$ cat config.mk
export PLATFORM = sky130hd
export DESIGN_NAME = rr_bus_arbiter4
export DESIGN_NICKNAME = d
export VERILOG_FILES = /design/src/rtl/rr_bus_arbiter4.sv
export SDC_FILE = /design/constraint.sdc
export NUM_CORES = 1
export LEC_CHECK = 0
export CORE_ASPECT_RATIO = 1.25
export CORE_UTILIZATION = 37
export DETAILED_ROUTE_END_ITERATION = 8
export PLACE_DENSITY = 0.92
export SETUP_SLACK_MARGIN = 0.2
export SYNTH_ARGS = -nofsm -noshare
export SYNTH_HDL_FRONTEND = slang
export SYNTH_SLANG_ARGS = --single-unit
$ cat constraint.sdc
create_clock -name clk -period 3.26 [get_ports clk]
set_clock_uncertainty 0.15 [all_clocks]
set_input_delay 0.978 -clock clk [delete_from_list [all_inputs] [get_ports clk]]
set_output_delay 0.978 -clock clk [all_outputs]
set_load 0.05 [all_outputs]
$ cat src/rtl/rr_bus_arbiter4.sv
// Four-way round-robin arbiter feeding one registered output slot with valid/ready handshakes.
// Build option: define ARB_BURST_EN to let a winner keep priority for up to MAX_BURST words.
module rr_bus_arbiter4 #(
  parameter int WIDTH     = 32,
  parameter int MAX_BURST = 4
) (
  input  logic             clk,
  input  logic             rst_n,
  input  logic [3:0]       req_valid,
  input  logic [WIDTH-1:0] req_data0,
  input  logic [WIDTH-1:0] req_data1,
  input  logic [WIDTH-1:0] req_data2,
  input  logic [WIDTH-1:0] req_data3,
  output logic [3:0]       req_ready,
  output logic             out_valid,
  output logic [WIDTH-1:0] out_data,
  input  logic             out_ready,
  output logic [1:0]       out_src,
  output logic             busy
);

`ifdef ARB_BURST_EN
  localparam bit BurstEn = 1'b1;
`else
  localparam bit BurstEn = 1'b0;
`endif
  localparam logic [3:0] BurstLimit = 4'(MAX_BURST);

  logic [1:0]       last_grant_q, last_grant_d;
  logic [3:0]       burst_cnt_q, burst_cnt_d;
  logic             out_valid_q, out_valid_d;
  logic [WIDTH-1:0] out_data_q, out_data_d;
  logic [1:0]       out_src_q, out_src_d;

  logic             can_accept;
  logic             keep_prio;
  logic             found;
  logic             accept;
  logic [1:0]       search_base;
  logic [1:0]       winner;
  logic [WIDTH-1:0] win_data;

  assign can_accept = !out_valid_q || out_ready;

  // The current owner keeps first priority while its burst is open and it is still requesting.
  assign keep_prio = BurstEn && (burst_cnt_q != 4'd0) && (burst_cnt_q < BurstLimit)
                     && req_valid[last_grant_q];
  assign search_base = keep_prio ? last_grant_q : last_grant_q + 2'd1;

  // NOTE: every variable written in an always_comb gets a default first, so no path leaves it
  // unassigned and no latch is inferred.
  always_comb begin
    winner = search_base;
    found  = 1'b0;
    for (int k = 0; k < 4; k++) begin
      if (!found && req_valid[search_base + 2'(k)]) begin
        winner = search_base + 2'(k);
        found  = 1'b1;
      end
    end
  end

  // Grants are masked while reset is held so nothing looks accepted during reset.
  assign accept    = rst_n && can_accept && found;
  assign req_ready = accept ? (4'b0001 << winner) : 4'b0000;

  always_comb begin
    win_data = req_data0;
    unique case (winner)
      2'd0: win_data = req_data0;
      2'd1: win_data = req_data1;
      2'd2: win_data = req_data2;
      2'd3: win_data = req_data3;
    endcase
  end

  always_comb begin
    out_valid_d  = out_valid_q;
    out_data_d   = out_data_q;
    out_src_d    = out_src_q;
    last_grant_d = last_grant_q;
    burst_cnt_d  = burst_cnt_q;
    if (accept) begin
      out_valid_d  = 1'b1;
      out_data_d   = win_data;
      out_src_d    = winner;
      last_grant_d = winner;
      burst_cnt_d  = keep_prio ? burst_cnt_q + 4'd1 : 4'd1;
    end else begin
      if (out_ready) out_valid_d = 1'b0;
      if (!req_valid[last_grant_q]) burst_cnt_d = 4'd0;
    end
  end

  // NOTE: state registers use non-blocking assignments so every flop samples pre-edge values.
  // NOTE: the data register is reset too, since its value is visible on out_data after reset.
  always_ff @(posedge clk or negedge rst_n) begin
    if (!rst_n) begin
      last_grant_q <= 2'd3;
      burst_cnt_q  <= 4'd0;
      out_valid_q  <= 1'b0;
      out_data_q   <= '0;
      out_src_q    <= 2'd0;
    end else begin
      last_grant_q <= last_grant_d;
      burst_cnt_q  <= burst_cnt_d;
      out_valid_q  <= out_valid_d;
      out_data_q   <= out_data_d;
      out_src_q    <= out_src_d;
    end
  end

  assign out_valid = out_valid_q;
  assign out_data  = out_data_q;
  assign out_src   = out_src_q;
  assign busy      = out_valid_q || (|req_valid);

endmodule
## Word level (Yosys, flattened, before mapping)

Cells that the tools add are included.

| storage, ports and cells | value |
|---|---|
| register bits | 37 |
| bits of input ports | 135 |
| output and inout bits | 40 |

| cells by class | value |
|---|---|
| add/sub/neg operators | 4 |
| magnitude comparators | 4 |
| equal/unequal tests | 3 |
| shift operators | 1 |
| muxes and demuxes | 19 |
| reduce and logical (&&, ||, !) cells | 14 |

Operator list:

| operator | count |
|---|---|
| $pmux W32 S4 | 1 |
| $lt A2 B3 Y1 const B | 4 |
| $mux W1 | 10 |
| $bmux W1 S2 | 4 |
| $mux W2 | 3 |
| $logic_and A1 B1 Y1 | 5 |
| $add A2 B1 Y2 const B | 2 |
| $add A2 B2 Y2 const B | 2 |
| $eq A2 B2 Y1 const B | 2 |
| $logic_not A1 Y1 | 4 |
| $mux W4 | 1 |
| $reduce_or A4 Y1 | 1 |
| $shl A1 B2 Y4 const A | 1 |
| $eq A2 B1 Y1 const B | 1 |
| $logic_not A2 Y1 | 1 |
| $logic_or A1 B1 Y1 | 2 |
| $reduce_bool A2 Y1 | 1 |

## Depth between registers and ports, before layout

| logic depth | value |
|---|---|
| depth in word-level cells | 15 |
| mapped depth | 8 |

## Worst setup path after synthesis

No wires, ideal clock.

| timing | value |
|---|---|
| path type | input to output |
| from | input out_ready |
| to | output req_ready[3] |
| data arrival time | 2520 ps |
| setup slack | -388 ps |
| stages | 6 |
| cell sequence | nand2b_1 > nor2b_1 > clkbuf_1 > nand2_1 > buf_2 > nor2_1 |

| on the way | value |
|---|---|
| cells in the longest elaborated chain, start to end | 4 |

Ends and longest elaborated chain:

| what | RTL line | source |
|---|---|---|
| start, declared | 17 | `input logic out_ready,` |
| $logic_or A1 B1 Y1 | 43 | `assign can_accept = !out_valid_q \|\| out_ready;` |
| $logic_and A1 B1 Y1 (2 in a row) | 64 | `assign accept = rst_n && can_accept && found;` |
| $mux W4 | 65 | `assign req_ready = accept ? (4'b0001 << winner) : 4'b0000;` |
| end, declared | 14 | `output logic [3:0] req_ready,` |

No other way between the ends.

## Final worst setup path

| timing | value |
|---|---|
| from | input req_valid[3] |
| to | output req_ready[2] |

| on the way | value |
|---|---|
| cells in the longest elaborated chain, start to end | 14 |
| elaborated cells between the ends (all ways) | 24 |
| those cells by class | 1 x shift; 16 x mux; 7 x reduce/logical |

Ends and longest elaborated chain:

| what | RTL line | source |
|---|---|---|
| start, declared | 9 | `input logic [3:0] req_valid,` |
| $bmux W1 S2 | 56 | `if (!found && req_valid[search_base + 2'(k)]) begin` |
| $mux W1 (implied by the code) | 56 |  |
| $mux W1 | 56 |  |
| $logic_not A1 Y1 | 56 |  |
| $logic_and A1 B1 Y1 | 56 |  |
| $mux W1 | 56 |  |
| $logic_not A1 Y1 | 56 |  |
| $logic_and A1 B1 Y1 | 56 |  |
| $mux W1 | 56 |  |
| $logic_not A1 Y1 | 56 |  |
| $logic_and A1 B1 Y1 | 56 |  |
| $mux W2 or $mux W1 (tied branches) | 56 |  |
| $shl A1 B2 Y4 or $logic_and A1 B1 Y1 (tied branches) | 65, 64 |  |
| $mux W4 * | 65 |  |

Mark *: on every way between the ends. The rest lies on a longest branch, timed or not. The select of a mux whose other input is x is not followed.

==> impl_metrics.prom <==
# TYPE chip_impl_metric gauge
chip_impl_info{name="status",value="finished with violations"} 1
chip_impl_info{name="violated_checks",value="negative setup slack"} 1
chip_impl_metric{name="vdd_drop_max",unit="uV"} 455
chip_impl_metric{name="clock_sinks",unit=""} 37
chip_impl_metric{name="synthesis.nets",unit=""} 397
chip_impl_metric{name="grtUsageMet1",unit=""} 0.263
chip_impl_metric{name="post_cts_hold_buffer_count",unit=""} 0
chip_impl_metric{name="maxClockFrequency",unit="MHz"} 300
chip_impl_metric{name="drt_drc_violations_left",unit=""} 0
chip_impl_metric{name="h_tree_lvls",unit=""} 2
chip_impl_info{name="critPathKind",value="in -> out"} 1
chip_impl_metric{name="netlist_instances",unit=""} 262
chip_impl_metric{name="cellPowerDensity",unit="nW/um2"} 675
chip_impl_metric{name="row_count",unit=""} 34
chip_impl_metric{name="num-nets-final",unit=""} 580
chip_impl_metric{name="fp.dieW",unit="um"} 77.6
chip_impl_metric{name="clockBufferDepth",unit=""} 2
chip_impl_metric{name="core_area",unit="um2"} 6930
chip_impl_metric{name="fill_cells",unit=""} 524
chip_impl_info{name="cts_tree",value="done"} 1
chip_impl_metric{name="antenna_cells",unit=""} 0
chip_impl_metric{name="grtUsageMet2",unit=""} 0.475
chip_impl_metric{name="ys_seq_area_frac",unit=""} 0.351
chip_impl_metric{name="grt-ovfl-total",unit=""} 0
chip_impl_metric{name="synth_cell_types",unit=""} 34
chip_impl_metric{name="post_synth_instance_area",unit="um2"} 2650
chip_impl_metric{name="firstDrtPassIters",unit=""} 6
chip_impl_info{name="critical_path.startpoint",value="req_valid[3]"} 1
chip_impl_metric{name="route.detailed.vias_per_inst",unit=""} 5.27
chip_impl_metric{name="whs",unit="ps"} 343
chip_impl_info{name="highest_utilization_routing_layer_at_the_global_route_stage",value="met2"} 1
chip_impl_metric{name="clk_pin_slew_worst_paths",unit="ps"} 70
chip_impl_info{name="rr_startpoint",value="last_grant_q[0]"} 1
chip_impl_metric{name="hpwl",unit="um"} 6740
chip_impl_metric{name="synth-edff-count",unit=""} 0
chip_impl_metric{name="tritoncts.num_buffers",unit=""} 5
chip_impl_metric{name="antenna_found_initial",unit=""} 0
chip_impl_metric{name="routed_wirelength",unit="um"} 9110
chip_impl_metric{name="register_area",unit="um2"} 928
chip_impl_metric{name="cp_max_fo",unit=""} 4
chip_impl_metric{name="synth.yosys.warnings",unit=""} 0
chip_impl_metric{name="reg2reg_slack",unit="ps"} 950
chip_impl_metric{name="grt_start_max_net_pins",unit=""} 38
chip_impl_metric{name="drt_iter0_drc",unit=""} 134
chip_impl_info{name="ys_dominant_reg_cell",value="sky130_fd_sc_hd__dfrtp_1"} 1
chip_impl_metric{name="period_share",unit=""} 1.02
chip_impl_metric{name="final-max-slew-violation-count",unit=""} 0
chip_impl_info{name="rsz0062_at_grt",value="true"} 1
chip_impl_metric{name="area_delta_synth_final",unit="%"} 84.5
chip_impl_metric{name="timing.max_cap.violations",unit=""} 0
chip_impl_info{name="startpoint_type",value="primary input"} 1
chip_impl_metric{name="groute.layer.met3.usage",unit=""} 0.0469
chip_impl_metric{name="antenna_violating_nets_post_route",unit=""} 0
chip_impl_metric{name="worstPathRequired",unit="ps"} 2130
chip_impl_metric{name="share_of_final_layout_standard_cells_stronger_than_drive_strength_1",unit=""} 0.211
chip_impl_info{name="hold_class",value="reg -> reg"} 1
chip_impl_metric{name="number_of_cells_on_the_worst_reg_to_reg_path",unit=""} 6
chip_impl_info{name="timing.critical_path.to_type",value="primary output"} 1
chip_impl_metric{name="vias",unit=""} 2823
chip_impl_metric{name="floorplan.initialDensity",unit=""} 0.381
chip_impl_metric{name="placement.io_buffers",unit=""} 174
chip_impl_metric{name="grt_pass1_wl",unit="um"} 14300
chip_impl_info{name="critical_path.reg2reg.endpoint",value="out_data[22]"} 1
chip_impl_metric{name="tightest_slew",unit="ps"} 701
chip_impl_info{name="setup.worst_path.end",value="req_ready[2]"} 1
chip_impl_metric{name="yosys_register_bits",unit=""} 37
chip_impl_metric{name="p_leak",unit="uW"} 0.00212
chip_impl_metric{name="floorplan.die_area",unit="um2"} 7490
chip_impl_metric{name="layout_setup_ws",unit="ps"} -78.4
chip_impl_metric{name="finalPower",unit="uW"} 3290
chip_impl_metric{name="final_hold_viol_count",unit=""} 0
chip_impl_metric{name="clkLatencyLatePin",unit="ps"} 270
chip_impl_info{name="ctsRootBufferMaster",value="sky130_fd_sc_hd__clkbuf_8"} 1
chip_impl_metric{name="finalWeightedCongestion",unit=""} 0.843
chip_impl_metric{name="syn_avg_cell_area",unit="um2"} 10.1
chip_impl_metric{name="synthArstFlopShare",unit=""} 1.00
chip_impl_metric{name="setup_violations",unit=""} 2
chip_impl_metric{name="route.detailed.wl_per_inst",unit="um"} 17.0
chip_impl_metric{name="timing.critical_path.arrival",unit="ps"} 2210
chip_impl_metric{name="boundaryPins",unit=""} 175
chip_impl_metric{name="headroom_to_the_max_slew_limit",unit=""} 0.526
chip_impl_metric{name="die_height",unit="um"} 96.5
chip_impl_metric{name="number_of_global_route_vias_before_repair",unit=""} 3032
chip_impl_metric{name="period_minus_slack",unit="ps"} 3340
chip_impl_metric{name="grt_use_total",unit=""} 0.246
chip_impl_metric{name="multi_input_comb_area",unit="um2"} 1550
[cells in the final DEF, fill, tap and decap left out, types with 5 or more instances in the layout]
cell type	count
sky130_fd_sc_hd__nand2b_4	5
sky130_fd_sc_hd__inv_1	35
sky130_fd_sc_hd__mux2i_1	32
sky130_fd_sc_hd__buf_12	7
sky130_fd_sc_hd__clkbuf_8	6
sky130_fd_sc_hd__nand2_1	36
sky130_fd_sc_hd__buf_6	6
sky130_fd_sc_hd__a2bb2oi_1	32
sky130_fd_sc_hd__buf_4	21
sky130_fd_sc_hd__clkdlybuf4s50_1	163
sky130_fd_sc_hd__dfrtp_1	35
sky130_fd_sc_hd__o221ai_2	29
[state kept, by name, indices dropped and copies added (netlist names)]
name	cells
out_data	32
last_grant_q	2
out_src	2
out_valid	1
[synth_stat cells (3+ instances only)]
master	count	area share
sky130_fd_sc_hd__clkbuf_1	8	0.011
sky130_fd_sc_hd__o221ai_2	29	0.16
sky130_fd_sc_hd__nand2_1	37	0.053
sky130_fd_sc_hd__nand2b_1	3	0.0071
sky130_fd_sc_hd__nor2_1	3	0.0043
sky130_fd_sc_hd__buf_6	5	0.021
sky130_fd_sc_hd__a21oi_1	3	0.0057
sky130_fd_sc_hd__buf_2	10	0.019
sky130_fd_sc_hd__mux2i_1	32	0.12
sky130_fd_sc_hd__dfrtp_1	35	0.33
sky130_fd_sc_hd__o221ai_1	3	0.0099
sky130_fd_sc_hd__a2bb2oi_1	32	0.11
sky130_fd_sc_hd__inv_1	36	0.051
[how the worst min path moves through the flow]
stage                               start  slack [ps]  cells after the start               to
final                          out_src[1]         340                      2       out_src[1]
after global routing          out_data[1]         380                      2      out_data[1]
after CTS                      out_src[1]         350                      2       out_src[1]
after detailed placement       out_src[1]         330                      2       out_src[1]
after global placement         out_src[1]         320                      2       out_src[1]
after floorplan           last_grant_q[0]         400                      2  last_grant_q[0]
[repair_timing]
item,4_1_cts,5_1_grt
gates resized for setup,42,2
setup buffers,5,1
endpoints found under the hold margin,0,0
endpoints found under the setup margin,37,4
pin swaps,6,4
[kinds of logic (layout without fill, tap and decap cells)]
family,after synthesis,count (layout),share of synthesized area
AO/OA/AOI/OAI,81,81,0.331
buffers and inverters,60,244,0.104
AND/OR/NAND/NOR,51,51,0.0899
flip-flops,37,37,0.351
multiplexers,32,32,0.121
XOR/XNOR,1,1,0.00331
[per-stage QoR]
step	instances	utilization	cell area, um2	setup TNS [ps]	setup WS, ps
final	536	0.704	4880	-127	-78.4
after global routing	536	0.704	4880	-238	-94.7
after CTS	535	0.701	4860	-53.2	-53.2
after detailed placement	522	0.671	4650	-8010	-576
after global placement	522	0.671	4650	-5630	-529
after floorplan	262	-	2700	0	20.6
[worst max-delay path, cell delays in order]
cell                       delay (ps)
sky130_fd_sc_hd__buf_8            100
sky130_fd_sc_hd__buf_6            130
sky130_fd_sc_hd__a21bo_4          170
sky130_fd_sc_hd__a21oi_2           50
sky130_fd_sc_hd__a2111o_1         350
sky130_fd_sc_hd__buf_4            170
sky130_fd_sc_hd__nor2_4           120
sky130_fd_sc_hd__buf_12           150
[layout make-up]
type                            count  area share
Inverter                           37      0.0315
Timing Repair Buffer              199       0.413
Tap cell                           90      0.0231
Sequential cell                    37       0.190
Clock buffer                        7      0.0177
Clock inverter                      1     0.00615
Multi-Input combinational cell    165       0.318
[per-layer routing]
layer  vias to the layer above  part of all wire
li1                       1322                 -
met1                      1349              0.36
met2                       131              0.56
met3                        21             0.061
met4                         0             0.024
met5                         -                 0
[power breakdown]
group	switching [uW]	total, uW	internal (uW)
registers	116	760	644
logic	1220	2110	897
clock network	172	421	250
total	1500	3290	1790
No activity file was read; power rests on OpenSTA's default activity.
